**src/rtl/vga_pkg.sv**
```systemverilog
// Shared types and constants for the VGA-facing drawing blocks.
package vga_pkg;

    localparam int SCREEN_W = 160;
    localparam int SCREEN_H = 120;

    typedef logic [7:0]        coord_x_t;
    typedef logic [6:0]        coord_y_t;
    typedef logic [2:0]        colour_t;
    typedef logic signed [9:0] coord_s_t;

    localparam coord_s_t SCREEN_W_S = coord_s_t'(SCREEN_W);
    localparam coord_s_t SCREEN_H_S = coord_s_t'(SCREEN_H);

    typedef enum logic [2:0] {
        IDLE,
        INIT,
        PLOT,
        UPDATE,
        DONE
    } circle_state_t;

    // Index of the first octant at or after 'from' whose mask bit is set; 8 when none remain.
    function automatic logic [3:0] next_enabled(input logic [7:0] mask, input logic [3:0] from);
        logic [3:0] result;
        result = 4'd8;
        for (int i = 7; i >= 0; i--) begin
            if ((i >= int'(from)) && mask[i]) begin
                result = 4'(i);
            end
        end
        return result;
    endfunction

endpackage

```
**src/rtl/octant_point.sv**
```systemverilog
// Maps an octant index plus circle offsets onto a signed screen point and
// reports whether that point lies inside the visible area.
module octant_point
    import vga_pkg::*;
(
    input  logic [2:0]        oct,
    input  logic signed [9:0] off_x,
    input  logic signed [9:0] off_y,
    input  logic [7:0]        centre_x,
    input  logic [6:0]        centre_y,
    output logic signed [9:0] pt_x,
    output logic signed [9:0] pt_y,
    output logic              on_screen
);

    coord_s_t cx_s;
    coord_s_t cy_s;

    assign cx_s = $signed({2'b00, centre_x});
    assign cy_s = $signed({3'b000, centre_y});

    // Reflect the first-octant offsets into the requested octant.
    always_comb begin
        pt_x = cx_s + off_x;
        pt_y = cy_s + off_y;
        case (oct)
            3'd0: begin pt_x = cx_s + off_x; pt_y = cy_s + off_y; end
            3'd1: begin pt_x = cx_s + off_y; pt_y = cy_s + off_x; end
            3'd2: begin pt_x = cx_s - off_x; pt_y = cy_s + off_y; end
            3'd3: begin pt_x = cx_s - off_y; pt_y = cy_s + off_x; end
            3'd4: begin pt_x = cx_s - off_x; pt_y = cy_s - off_y; end
            3'd5: begin pt_x = cx_s - off_y; pt_y = cy_s - off_x; end
            3'd6: begin pt_x = cx_s + off_y; pt_y = cy_s - off_x; end
            default: begin pt_x = cx_s + off_x; pt_y = cy_s - off_y; end
        endcase
    end

    assign on_screen = (pt_x >= 10'sd0) && (pt_x < SCREEN_W_S) &&
                       (pt_y >= 10'sd0) && (pt_y < SCREEN_H_S);

endmodule

```
**src/rtl/octant_circle.sv**
```systemverilog
// Midpoint circle rasteriser feeding the VGA adapter one pixel per cycle,
// with an octant mask selecting which symmetric octants are emitted.
// Optional macro OCTANT_CIRCLE_SKIP_MASKED_EN: PLOT visits only enabled
// octants; without it every iteration spends 8 PLOT cycles.
module octant_circle
    import vga_pkg::*;
#(
    parameter int CRIT_W = 12
) (
    input  logic       clk,
    input  logic       rst_n,
    input  logic       start,
    output logic       done,
    input  logic [2:0] colour,
    input  logic [7:0] centre_x,
    input  logic [6:0] centre_y,
    input  logic [7:0] radius,
    input  logic [7:0] octant_mask,
    output logic [7:0] vga_x,
    output logic [6:0] vga_y,
    output logic [2:0] vga_colour,
    output logic       vga_plot
);

    localparam logic signed [CRIT_W-1:0] CRIT_ONE  = CRIT_W'(1);
    localparam logic signed [CRIT_W-1:0] CRIT_ZERO = CRIT_W'(0);

    circle_state_t state_q, state_d;
    logic [2:0]    colour_q, colour_d;
    logic [7:0]    cx_q, cx_d;
    logic [6:0]    cy_q, cy_d;
    logic [7:0]    radius_q, radius_d;
    logic [7:0]    mask_q, mask_d;
    coord_s_t      ox_q, ox_d;
    coord_s_t      oy_q, oy_d;
    logic signed [CRIT_W-1:0] crit_q, crit_d;
    logic [2:0]    oct_q, oct_d;
    logic          done_q, done_d;
    logic          vga_plot_q, vga_plot_d;
    logic [7:0]    vga_x_q, vga_x_d;
    logic [6:0]    vga_y_q, vga_y_d;
    logic [2:0]    vga_colour_q, vga_colour_d;

    coord_s_t      pt_x, pt_y;
    logic          pt_on_screen;
    logic          pt_unused;

    coord_s_t      oy_new, ox_new;
    logic signed [CRIT_W-1:0] oy_w, diff_w;
`ifdef OCTANT_CIRCLE_SKIP_MASKED_EN
    logic [3:0]    nxt_oct;
`endif

    octant_point u_point (
        .oct       (oct_q),
        .off_x     (ox_q),
        .off_y     (oy_q),
        .centre_x  (cx_q),
        .centre_y  (cy_q),
        .pt_x      (pt_x),
        .pt_y      (pt_y),
        .on_screen (pt_on_screen)
    );

    // High bits of the point are only needed for the on-screen test.
    assign pt_unused = ^{pt_x[9:8], pt_y[9:7]};

    // Next-state, datapath and registered-output computation for the rasteriser.
    always_comb begin
        state_d      = state_q;
        colour_d     = colour_q;
        cx_d         = cx_q;
        cy_d         = cy_q;
        radius_d     = radius_q;
        mask_d       = mask_q;
        ox_d         = ox_q;
        oy_d         = oy_q;
        crit_d       = crit_q;
        oct_d        = oct_q;
        done_d       = 1'b0;
        vga_plot_d   = 1'b0;
        vga_x_d      = vga_x_q;
        vga_y_d      = vga_y_q;
        vga_colour_d = vga_colour_q;
        oy_new       = oy_q + 10'sd1;
        ox_new       = ox_q;
        oy_w         = CRIT_W'(oy_new);
        diff_w       = CRIT_ZERO;
`ifdef OCTANT_CIRCLE_SKIP_MASKED_EN
        nxt_oct      = 4'd8;
`endif

        case (state_q)
            IDLE: begin
                if (start) begin
                    colour_d = colour;
                    cx_d     = centre_x;
                    cy_d     = centre_y;
                    radius_d = radius;
                    mask_d   = octant_mask;
                    state_d  = INIT;
                end
            end

            INIT: begin
                ox_d   = $signed({2'b00, radius_q});
                oy_d   = 10'sd0;
                crit_d = CRIT_ONE - $signed({{(CRIT_W-8){1'b0}}, radius_q});
`ifdef OCTANT_CIRCLE_SKIP_MASKED_EN
                nxt_oct = next_enabled(mask_q, 4'd0);
                oct_d   = nxt_oct[2:0];
                state_d = (mask_q == 8'd0) ? DONE : PLOT;
`else
                oct_d   = 3'd0;
                state_d = PLOT;
`endif
            end

            PLOT: begin
                vga_plot_d   = mask_q[oct_q] && pt_on_screen;
                vga_x_d      = pt_x[7:0];
                vga_y_d      = pt_y[6:0];
                vga_colour_d = colour_q;
`ifdef OCTANT_CIRCLE_SKIP_MASKED_EN
                nxt_oct = next_enabled(mask_q, {1'b0, oct_q} + 4'd1);
                if (nxt_oct[3]) begin
                    state_d = UPDATE;
                end else begin
                    oct_d = nxt_oct[2:0];
                end
`else
                if (oct_q == 3'd7) begin
                    state_d = UPDATE;
                end else begin
                    oct_d = oct_q + 3'd1;
                end
`endif
            end

            UPDATE: begin
                if (crit_q <= CRIT_ZERO) begin
                    crit_d = crit_q + oy_w + oy_w + CRIT_ONE;
                end else begin
                    ox_new = ox_q - 10'sd1;
                    diff_w = oy_w - CRIT_W'(ox_new);
                    crit_d = crit_q + diff_w + diff_w + CRIT_ONE;
                end
                ox_d = ox_new;
                oy_d = oy_new;
                if (oy_new <= ox_new) begin
                    state_d = PLOT;
`ifdef OCTANT_CIRCLE_SKIP_MASKED_EN
                    nxt_oct = next_enabled(mask_q, 4'd0);
                    oct_d   = nxt_oct[2:0];
`else
                    oct_d   = 3'd0;
`endif
                end else begin
                    state_d = DONE;
                end
            end

            DONE: begin
                done_d = 1'b1;
                if (done_q && !start) begin
                    done_d  = 1'b0;
                    state_d = IDLE;
                end
            end

            default: begin
                state_d = IDLE;
            end
        endcase
    end

    // State, latched request and output registers; reset aborts any draw in progress.
    always_ff @(posedge clk or negedge rst_n) begin
        if (!rst_n) begin
            state_q      <= IDLE;
            colour_q     <= 3'd0;
            cx_q         <= 8'd0;
            cy_q         <= 7'd0;
            radius_q     <= 8'd0;
            mask_q       <= 8'd0;
            ox_q         <= 10'sd0;
            oy_q         <= 10'sd0;
            crit_q       <= CRIT_ZERO;
            oct_q        <= 3'd0;
            done_q       <= 1'b0;
            vga_plot_q   <= 1'b0;
            vga_x_q      <= 8'd0;
            vga_y_q      <= 7'd0;
            vga_colour_q <= 3'd0;
        end else begin
            state_q      <= state_d;
            colour_q     <= colour_d;
            cx_q         <= cx_d;
            cy_q         <= cy_d;
            radius_q     <= radius_d;
            mask_q       <= mask_d;
            ox_q         <= ox_d;
            oy_q         <= oy_d;
            crit_q       <= crit_d;
            oct_q        <= oct_d;
            done_q       <= done_d;
            vga_plot_q   <= vga_plot_d;
            vga_x_q      <= vga_x_d;
            vga_y_q      <= vga_y_d;
            vga_colour_q <= vga_colour_d;
        end
    end

    assign done       = done_q;
    assign vga_plot   = vga_plot_q;
    assign vga_x      = vga_x_q;
    assign vga_y      = vga_y_q;
    assign vga_colour = vga_colour_q;

endmodule

```
**config.mk**
```make
export PLATFORM = sky130hd
export DESIGN_NAME = octant_circle
export DESIGN_NICKNAME = d
export VERILOG_FILES = /design/src/rtl/vga_pkg.sv /design/src/rtl/octant_point.sv /design/src/rtl/octant_circle.sv
export SDC_FILE = /design/constraint.sdc
export NUM_CORES = 1
export LEC_CHECK = 0
export BUFFER_PORTS_ARGS = -buffer_cell sky130_fd_sc_hd__buf_2
export CORE_MARGIN = 2
export CORE_UTILIZATION = 37
export CTS_CLUSTER_DIAMETER = 60
export DETAILED_ROUTE_END_ITERATION = 8
export GPL_ROUTABILITY_DRIVEN = 0
export PLACE_DENSITY = 0.59
export SLEW_MARGIN = 20
export SYNTH_ARGS = -nofsm -noshare
export SYNTH_HDL_FRONTEND = slang
export SYNTH_SLANG_ARGS = --single-unit
```
**constraint.sdc**
```tcl
create_clock -name clk -period 3.7 [get_ports clk]
set_input_delay 0.37 -clock clk [delete_from_list [all_inputs] [get_ports clk]]
set_output_delay 0.37 -clock clk [all_outputs]
set_load 0.005 [all_outputs]
```
==> metrics.md, run 1 <==
| Metric | Value |
|---|---|
| Num rows | 52 |
| Pre-CTS setup slack | -0.0783 ns |
| Residual DRC count | 0 |
| Placed cell count | 1242 |
| Critical Path Fanout Max | 10 |
| Startpoint Class | flop |
| DR pass1 iterations | 5 |
| Vias in the first global route | 6754 |
| Syn Nets | 990 |
| Setup CP Type | flop to flop |
| Routed vias | 6939 |
| Filler instances | 1962 |
| Fin. max-slew vios | 0 |
| Worst path max stage delay | 0.41 ns |
| Fin crit share | 94.2% |
| Area leader, netlist | dfrtp_1 |
| Mean area per synthesized cell | 8.63 sq um |
| Outcome | finished, final reports clean |
| Final Skew | 0.00756 ns |
| Top Ports | 57 |
| Ys flop type | dfrtp_1 |
| Most common cell after layout, fill and taps aside | dfrtp_1 |
| HPWL after detailed placement | 16.6 mm |
| Buffers on Ports | 56 |
| Clock Path Buffers | 2 |
| Die Span Y | 147 um |
| Global route overflow | 0 |
| Global router's overall resource usage | 20.5% |
| Slowest CP cell | dfrtp_1 |
| Seq/Total Area, Yosys | 30.2% |
| Crit path required time | 3.96 ns |
| Synth unique cells | 74 |
| Fin. Hold Viols | 0 |
| Post-route insts no fill | 1264 |
| Slew @ Worst Pin | 0.795 ns |
| Initial DRC Count | 502 |
| CTS H-tree lvls | 3 |
| Ys async rst share | 100% |
| Most frequent cells in the layout | dfrtp_1 (90), nand2_1 (84), buf_4 (84) |
| Cell-by-cell trace of the critical path | ha_2 -> ha_1 -> inv_1 -> nand2_2 -> o21ai_0 -> nand2_1 -> nand2_1 -> ha_1 -> inv_1 -> fa_1 -> a211oi_1 -> o21bai_1 -> a21oi_2 -> nand2b_4 -> a31o_2 -> a31oi_2 -> nor4_2 |
| Critical path endpoint category | flop |
| Reg-to-reg slack, setup | 0.22 ns |
| Core Region | 20200 sq um |
| First-pass GRT wire length | 35.6 mm |
| Die Area | 21800 sq um |
| Clk_lat worst skew | 0.36 ns |
| Max_cap viols | 0 |
| Share of cells above drive strength 1 | 27.1% |
| Root Buffer | clkbuf_16 |
| Mapped Area | 7620 sq um |
| Cts hold-fix bufs | 0 |
| Clk slew on worst S/H paths | 0.07 ns |
| Hold slack | 0.0477 ns |
| WL per Instance | 17.2 um |
| Sink Count | 92 |
| Total CTS buffers | 9 |
| Minimum clock period | 3.48 ns |
| Ys Warns | 0 |
| Routed Antenna Nets | 0 |
| Setup WS post-layout | 0.216 ns |
| Max frequency | 0.287 GHz |
| Largest net degree at the start of global routing | 93 |
| Worst Hold Class | input port to async pin |
| Mapped Cells | 883 |
| P&R area growth vs syn | 22.2% |
| TritonCTS clock tree | yes |
| Initial antenna violation count | 0 |
| Arr. time, crit path | 3.75 ns |
| Top post-synthesis cells by area | dfrtp_1 (30%), ha_1 (11%), o21ai_0 (5.4%), mux2_2 (5.3%), xnor2_1 (4.6%) |
| Vias per Instance | 5.49 |
| Routed WL | 21.8 mm |
| Nets | 1096 |
| Starting Density | 37.6% |
| Yosys top cell area share | 30.2% |
| ANT cells | 0 |
| Chip Width | 147 um |
| Post-synth EDFFs | 0 |
| Slew margin rel. | 47.0% |
| Count of final setup violators | 0 |
| Seq cells post-synth | 92 |
repair_timing:
action / 4_1_cts / 5_1_grt
setup endpoints to repair: 1 / 6
pin swaps: 0 / 14
resized for setup: 3 / 71
setup buffers: 0 / 6
endpoints found under the hold margin: 0 / 0
registers in the layout, indices dropped and copies added, names as in the netlist, 7 cells and up:
signal	count
cx_q	8
ox_q	10
cy_q	7
mask_q	8
oy_q	10
crit_q	12
radius_q	8
vga_x	8
vga_y	7
stage by stage:
stage | setup TNS, ns | area [sq um] | utilization, %
floorplan | 0 | 7620 | -
global placement | -0.141 | 8660 | 42.8
detailed placement | -0.0783 | 8660 | 42.8
CTS | 0 | 8970 | 44.3
global route | -0.0478 | 9310 | 46.0
finish | 0 | 9310 | 46.0
synth_stat cells, types with 11 or more instances:
cell,count
inv_1,30
o21ai_0,82
a211oi_1,16
xor2_1,20
a21oi_1,63
xnor2_1,40
a21o_1,17
ha_1,65
a31oi_1,13
nand2b_1,11
nor2_1,62
nand2_1,87
clkbuf_1,39
nor3_1,25
nor2b_1,15
dfrtp_1,92
mux2_2,36
cells by family after synthesis:
logic type               synth area share (%)
AO/OA/AOI/OAI                            23.3
XOR/XNOR                                 7.11
adder cells (fa/ha/maj)                  12.0
buffers and inverters                    4.11
flip-flops                               30.2
multiplexers                             6.72
AND/OR/NAND/NOR                          16.5
layout make-up:
| class | instances | area (sq um) | area share, % |
|---|---|---|---|
| Clock buffer | 9 | 225 | 2.42 |
| Clock inverter | 7 | 71.3 | 0.766 |
| Inverter | 32 | 120 | 1.29 |
| Multi-Input combinational cell | 712 | 5300 | 56.9 |
| Sequential cell | 92 | 2300 | 24.8 |
| Tap cell | 270 | 338 | 3.63 |
| Timing Repair Buffer | 142 | 948 | 10.2 |
worst paths after layout:
path,from,endpoint,cells after the start
max,oct_q[0],vga_plot,17
min,rst_n,vga_colour[1],2
max reg2reg,oct_q[0],vga_plot,17
min reg2reg,done,done,1
max in group asynchronous,rst_n,ox_q[1],2
min in group clk,radius[1],radius_q[1],3
worst max-delay path: cells and delay by family (launching register included):
| family | cells | cell delay [ns] |
|---|---|---|
| simple gates | 5 | 0.79 |
| compound gates | 6 | 0.97 |
| buf+inv | 2 | 0.18 |
| fa+ha+maj | 4 | 1.04 |
| flops | 1 | 0.41 |
routing by layer:
layer	up-vias	wire [um]	global-route usage, %
met4	0	617	7.98
met3	35	894	3.18
met2	172	9970	32.5
met1	3283	10300	28.2
met5	-	0	0
li1	3449	-	-
Power of run 1 is not shown: default switching activity piles up to over one toggle a cycle in this logic, so the estimate is an artifact.
==> run 2, diff against run 1 <==
Settings changed: CTS_BUF_LIST set to sky130_fd_sc_hd__clkbuf_8, HOLD_SLACK_MARGIN set to 0.08, PLACE_DENSITY 0.59 to unset, PLACE_DENSITY_LB_ADDON set to 0.15.
==> run 2 against run 1 <==
Compared with the run above:
- hold slack better by 0.13 ns
- sequential share of layout area hardly changed
- via count is 0.49% higher
- critical endpoint unchanged
- highest routed layer unchanged
==> metrics.md, run 2 (same netlist as run 1, synthesis figures left out) <==
| Metric | Value |
|---|---|
| WL per Instance | 17.3 um |
| Global router's overall resource usage | 20.9% |
| Top Ports | 57 |
| Buffers on Ports | 56 |
| Crit path required time | 3.97 ns |
| DR pass1 iterations | 5 |
| Count of final setup violators | 0 |
| Max_cap viols | 0 |
| Vias in the first global route | 6788 |
| Slew @ Worst Pin | 0.776 ns |
| Initial antenna violation count | 0 |
| P&R area growth vs syn | 22.5% |
| Starting Density | 37.6% |
| Arr. time, crit path | 3.82 ns |
| R2R Path End | vga_plot |
| Startpoint Class | flop |
| CP startpoint | ox_q[1] |
| CTS H-tree lvls | 3 |
| HPWL after detailed placement | 17.1 mm |
| Core Region | 20200 sq um |
| Vias per Instance | 5.42 |
| Share of cells above drive strength 1 | 28.6% |
| Critical Path Fanout Max | 5 |
| Final Skew | 0.0157 ns |
| Routed WL | 22.3 mm |
| Worst Hold Class | input port to flop |
| Top Registers | crit_q: 12 flops, ox_q: 10 flops, oy_q: 10 flops |
| Most common cell after layout, fill and taps aside | buf_4 |
| Clk slew on worst S/H paths | 0.10 ns |
| Critical path endpoint category | flop |
| Setup CP Type | flop to flop |
| Fin crit share | 96.2% |
| Minimum clock period | 3.56 ns |
| TNS Setup | 0 ns |
| R2r startpoint | ox_q[1] |
| Die Span Y | 147 um |
| Hold path depth | 3 |
| ANT cells | 0 |
| Reg-to-reg slack, setup | 0.14 ns |
| Finished Core Util | 46.1% |
| Clock Path Buffers | 2 |
| R2R cell count | 14 |
| Sink Count | 92 |
| Fin. Hold Viols | 0 |
| Design area | 9330 sq um |
| Setup crit end | vga_plot |
| Post-DP Area | 8760 sq um |
| Fin. max-slew vios | 0 |
| Initial DRC Count | 389 |
| Num rows | 52 |
| Most frequent cells in the layout | buf_4 (106), dfrtp_1 (88), nand2_1 (86) |
| First-pass GRT wire length | 35.9 mm |
| TritonCTS clock tree | yes |
| Clk_lat worst skew | 0.39 ns |
| Residual DRC count | 0 |
| Largest net degree at the start of global routing | 41 |
| Total CTS buffers | 9 |
| Root Buffer | clkbuf_8 |
| Chip Width | 147 um |
| Slew margin rel. | 48.1% |
| Filler instances | 2027 |
| Global route overflow | 0 |
| Max frequency | 0.281 GHz |
| Max reg flops | 12 |
| Routed Antenna Nets | 0 |
| Most flop-heavy register | crit_q |
| Hold slack | 0.179 ns |
| Nets | 1118 |
| Die Area | 21800 sq um |
| Outcome | finished, final reports clean |
| Routed vias | 6973 |
==> run 2: cell count changes in the layout (fill, tap and decap cells not counted), moves of 3 or more <==
cell / delta
buf_4: +22
clkbuf_16: -9
clkbuf_8: +10
inv_2: +3
nand2_2: -3
==> run 2: per-layer routing <==
layer | vias to the layer above | wire length, um | share of wire, % | track usage [%]
li1 | 3473 | - | - | -
met5 | - | 0 | 0 | 0
met4 | 0 | 401 | 1.8 | 5.72
met2 | 137 | 10600 | 48 | 35.2
met1 | 3340 | 10600 | 47 | 28.3
met3 | 23 | 691 | 3.1 | 2.65
==> run 2: layout make-up <==
| type | count | area, sq um | area share, % |
|---|---|---|---|
| Timing Repair Buffer | 164 | 1100 | 11.8 |
| Multi-Input combinational cell | 712 | 5280 | 56.6 |
| Clock buffer | 10 | 138 | 1.47 |
| Sequential cell | 92 | 2310 | 24.7 |
| Clock inverter | 6 | 46.3 | 0.496 |
| Tap cell | 270 | 338 | 3.62 |
| Inverter | 32 | 120 | 1.29 |
==> run 2: metrics by stage <==
stage                     worst slack (ns)  cells
after global placement              -0.122   1257
final                                0.140   1286
after detailed placement            -0.147   1257
after floorplan                      0.130    883
after CTS                          0.00333   1274
after global routing               -0.0545   1286
==> run 2: what timing repair did <==
action / CTS / global route
pin swaps: 0 / 24
resized for setup: 5 / 67
setup buffers: 0 / 12
hold buffers: 1 / 0
endpoints found under the setup margin: 1 / 6
hold endpoints to repair: 19 / 0
==> run 2: worst max-delay path: stages (launching register included) <==
cell      delay, ns
dfrtp_1        0.43
or3_4          0.42
buf_4          0.16
or3_1          0.36
a21oi_1        0.15
a21oi_1        0.08
a221oi_2       0.27
ha_1           0.31
or2_2          0.27
a21oi_1        0.15
a31oi_1        0.09
and3_1         0.21
a31o_2         0.23
a31oi_2        0.23
nor4_2         0.08
==> run 2: worst min-delay path by stage <==
stage,start,to
3_5_place_dp,rst_n,vga_colour[0]
2_1_floorplan,rst_n,colour_q[0]
4_1_cts,radius[1],radius_q[1]
5_1_grt,radius[2],radius_q[2]
3_3_place_gp,rst_n,vga_colour[0]
6_report,radius[1],radius_q[1]
Power of run 2 is left out for the same reason.
==> run 3, diff against run 2 <==
Settings changed: SETUP_SLACK_MARGIN set to 0.3.
==> run 3 against run 2 <==
Compared with the run above:
- setup slack better by 0.13 ns
- critical path type unchanged
- hold slack about the same
- global-route usage up 0.84 points
- non-clock buffer count up 8
- critical endpoint is now crit_q[10]
- count of clock-buffer cells in the layout unchanged
- register-to-register slack better by 0.13 ns
- fmax up 3.7%
- final area up 5.1%
- critical path depth up 2
==> metrics.md, run 3 (same netlist as run 1, synthesis figures left out) <==
| Metric | Value |
|---|---|
| Outcome | finished, final reports clean |
| Initial DRC Count | 354 |
| Worst Hold Class | input port to flop |
| Vias in the first global route | 6987 |
| Slowest CP cell | dfrtp_1 |
| Most common cell after layout, fill and taps aside | buf_4 |
| R2r startpoint | ox_q[0] |
| TritonCTS clock tree | yes |
| Minimum clock period | 3.43 ns |
| Startpoint Class | flop |
| CTS H-tree lvls | 3 |
| Clock Path Buffers | 2 |
| Clk_lat worst skew | 0.40 ns |
| HPWL after detailed placement | 17.3 mm |
| Core Region | 20200 sq um |
| Reg area | 2310 sq um |
| Worst path max stage delay | 0.41 ns |
| Count of final setup violators | 0 |
| Reg-to-reg slack, setup | 0.27 ns |
| RSZ-0062 raised after global routing | true |
| Most frequent cells in the layout | buf_4 (109), dfrtp_1 (87), nand2_1 (85) |
| First-pass GRT wire length | 37.2 mm |
| DR pass1 iterations | 4 |
| Area occupied by multi-input gates | 5650 sq um |
| WL per Instance | 18.0 um |
| Slew @ Worst Pin | 0.798 ns |
| Max_cap viols | 0 |
| Filler instances | 1983 |
| CP startpoint | ox_q[0] |
| Setup CP Type | flop to flop |
| Min-delay src | radius[1] |
| Top Ports | 57 |
| Slew margin rel. | 46.8% |
| Residual DRC count | 0 |
| Initial antenna violation count | 0 |
| Sink Count | 92 |
| Root Buffer | clkbuf_8 |
| Fin crit share | 92.8% |
| Max reg flops | 12 |
| Clk slew on worst S/H paths | 0.11 ns |
| Crit path required time | 3.97 ns |
| Crit path top cell by count | a21oi_1 |
| Top Registers | crit_q: 12 flops, ox_q: 10 flops, oy_q: 10 flops |
| Die Span Y | 147 um |
| Nets | 1126 |
| Starting Density | 37.6% |
| P&R area growth vs syn | 28.8% |
| Routed vias | 7090 |
| Routed Antenna Nets | 0 |
| Routed WL | 23.2 mm |
| Largest net degree at the start of global routing | 79 |
| Max frequency | 0.291 GHz |
| Chip Width | 147 um |
| Die Area | 21800 sq um |
| Vias per Instance | 5.48 |
| Total CTS buffers | 9 |
| Num rows | 52 |
| Global router's overall resource usage | 21.7% |
| ANT cells | 0 |
| Most flop-heavy register | crit_q |
| Critical Path Fanout Max | 4 |
| Global route overflow | 0 |
| Fin. Hold Viols | 0 |
| Final Skew | 0.0171 ns |
| Arr. time, crit path | 3.70 ns |
| Finished Core Util | 48.5% |
| Share of cells above drive strength 1 | 35.0% |
| Fin. max-slew vios | 0 |
| Cell-by-cell trace of the critical path | buf_6 -> or3_4 -> nor3_4 -> xnor2_2 -> ha_4 -> or2_4 -> a21oi_2 -> a21oi_1 -> a21oi_1 -> xnor2_1 -> ha_1 -> buf_4 -> a21o_1 -> a31oi_2 -> xor2_1 -> o21ai_1 |
| Critical path endpoint category | flop |
| Buffers on Ports | 56 |
==> run 3: changes by cell type in the layout (fill, tap and decap cells not counted), sizes merged <==
cell and delta:
bufinv +1, clkinv -1, buf +8
==> run 3: final cells by class <==
cell class	count	share of cell area (%)
well taps	270	3.44
clock buffers	10	1.40
inverters	32	1.25
flip-flops and latches	92	23.5
multi-input cells	712	57.6
repair buffers	172	12.1
clock inverters	6	0.701
==> run 3: path summary, 6_finish.rpt <==
path / to / cells past startpoint
max: crit_q[10] / 16
min: radius_q[1] / 3
max reg2reg: crit_q[10] / 16
min reg2reg: done / 1
max in group asynchronous: oy_q[4] / 3
min in group asynchronous: vga_colour[1] / 2
==> run 3: routing by layer <==
layer	vias to the layer above	part of all wire (%)	routed length, um	track usage, %
met4	0	2.6	598	7.55
met3	42	4.1	950	3.27
met2	164	49	11300	37.3
met1	3384	45	10400	28.0
met5	-	0	0	0
li1	3500	-	-	-
==> run 3: timing repair <==
| action | in CTS | in global routing |
|---|---|---|
| resized for setup | 68 | 86 |
| setup endpoints to repair | 5 | 12 |
| hold endpoints to repair | 0 | 11 |
| buffers inserted | 17 | 20 |
| pin swaps | 22 | 63 |
| hold buffers | 0 | 1 |
==> run 3: critical path, delay by kind of cell (launching register included) <==
kind                     cells  cell delay (ns)
AO/OA/AOI/OAI                6             0.77
XOR/XNOR                     3             0.48
adder cells (fa/ha/maj)      2             0.54
buffers and inverters        2             0.29
flip-flops                   1             0.41
AND/OR/NAND/NOR              3             0.82
==> run 3: per-stage QoR <==
step | hold WS (ns) | setup slack, ns | cells | cell area, sq um | TNS (ns)
floorplan | 0.0744 | 0.300 | 883 | 7670 | 0
global placement | 0.451 | 0.0410 | 1240 | 8670 | 0
detailed placement | 0.452 | -0.0158 | 1240 | 8670 | -0.0158
CTS | 0.161 | 0.280 | 1273 | 9270 | 0
global route | 0.197 | 0.0684 | 1294 | 9810 | 0
finish | 0.180 | 0.267 | 1294 | 9810 | 0
Power of run 3 is left out for the same reason.
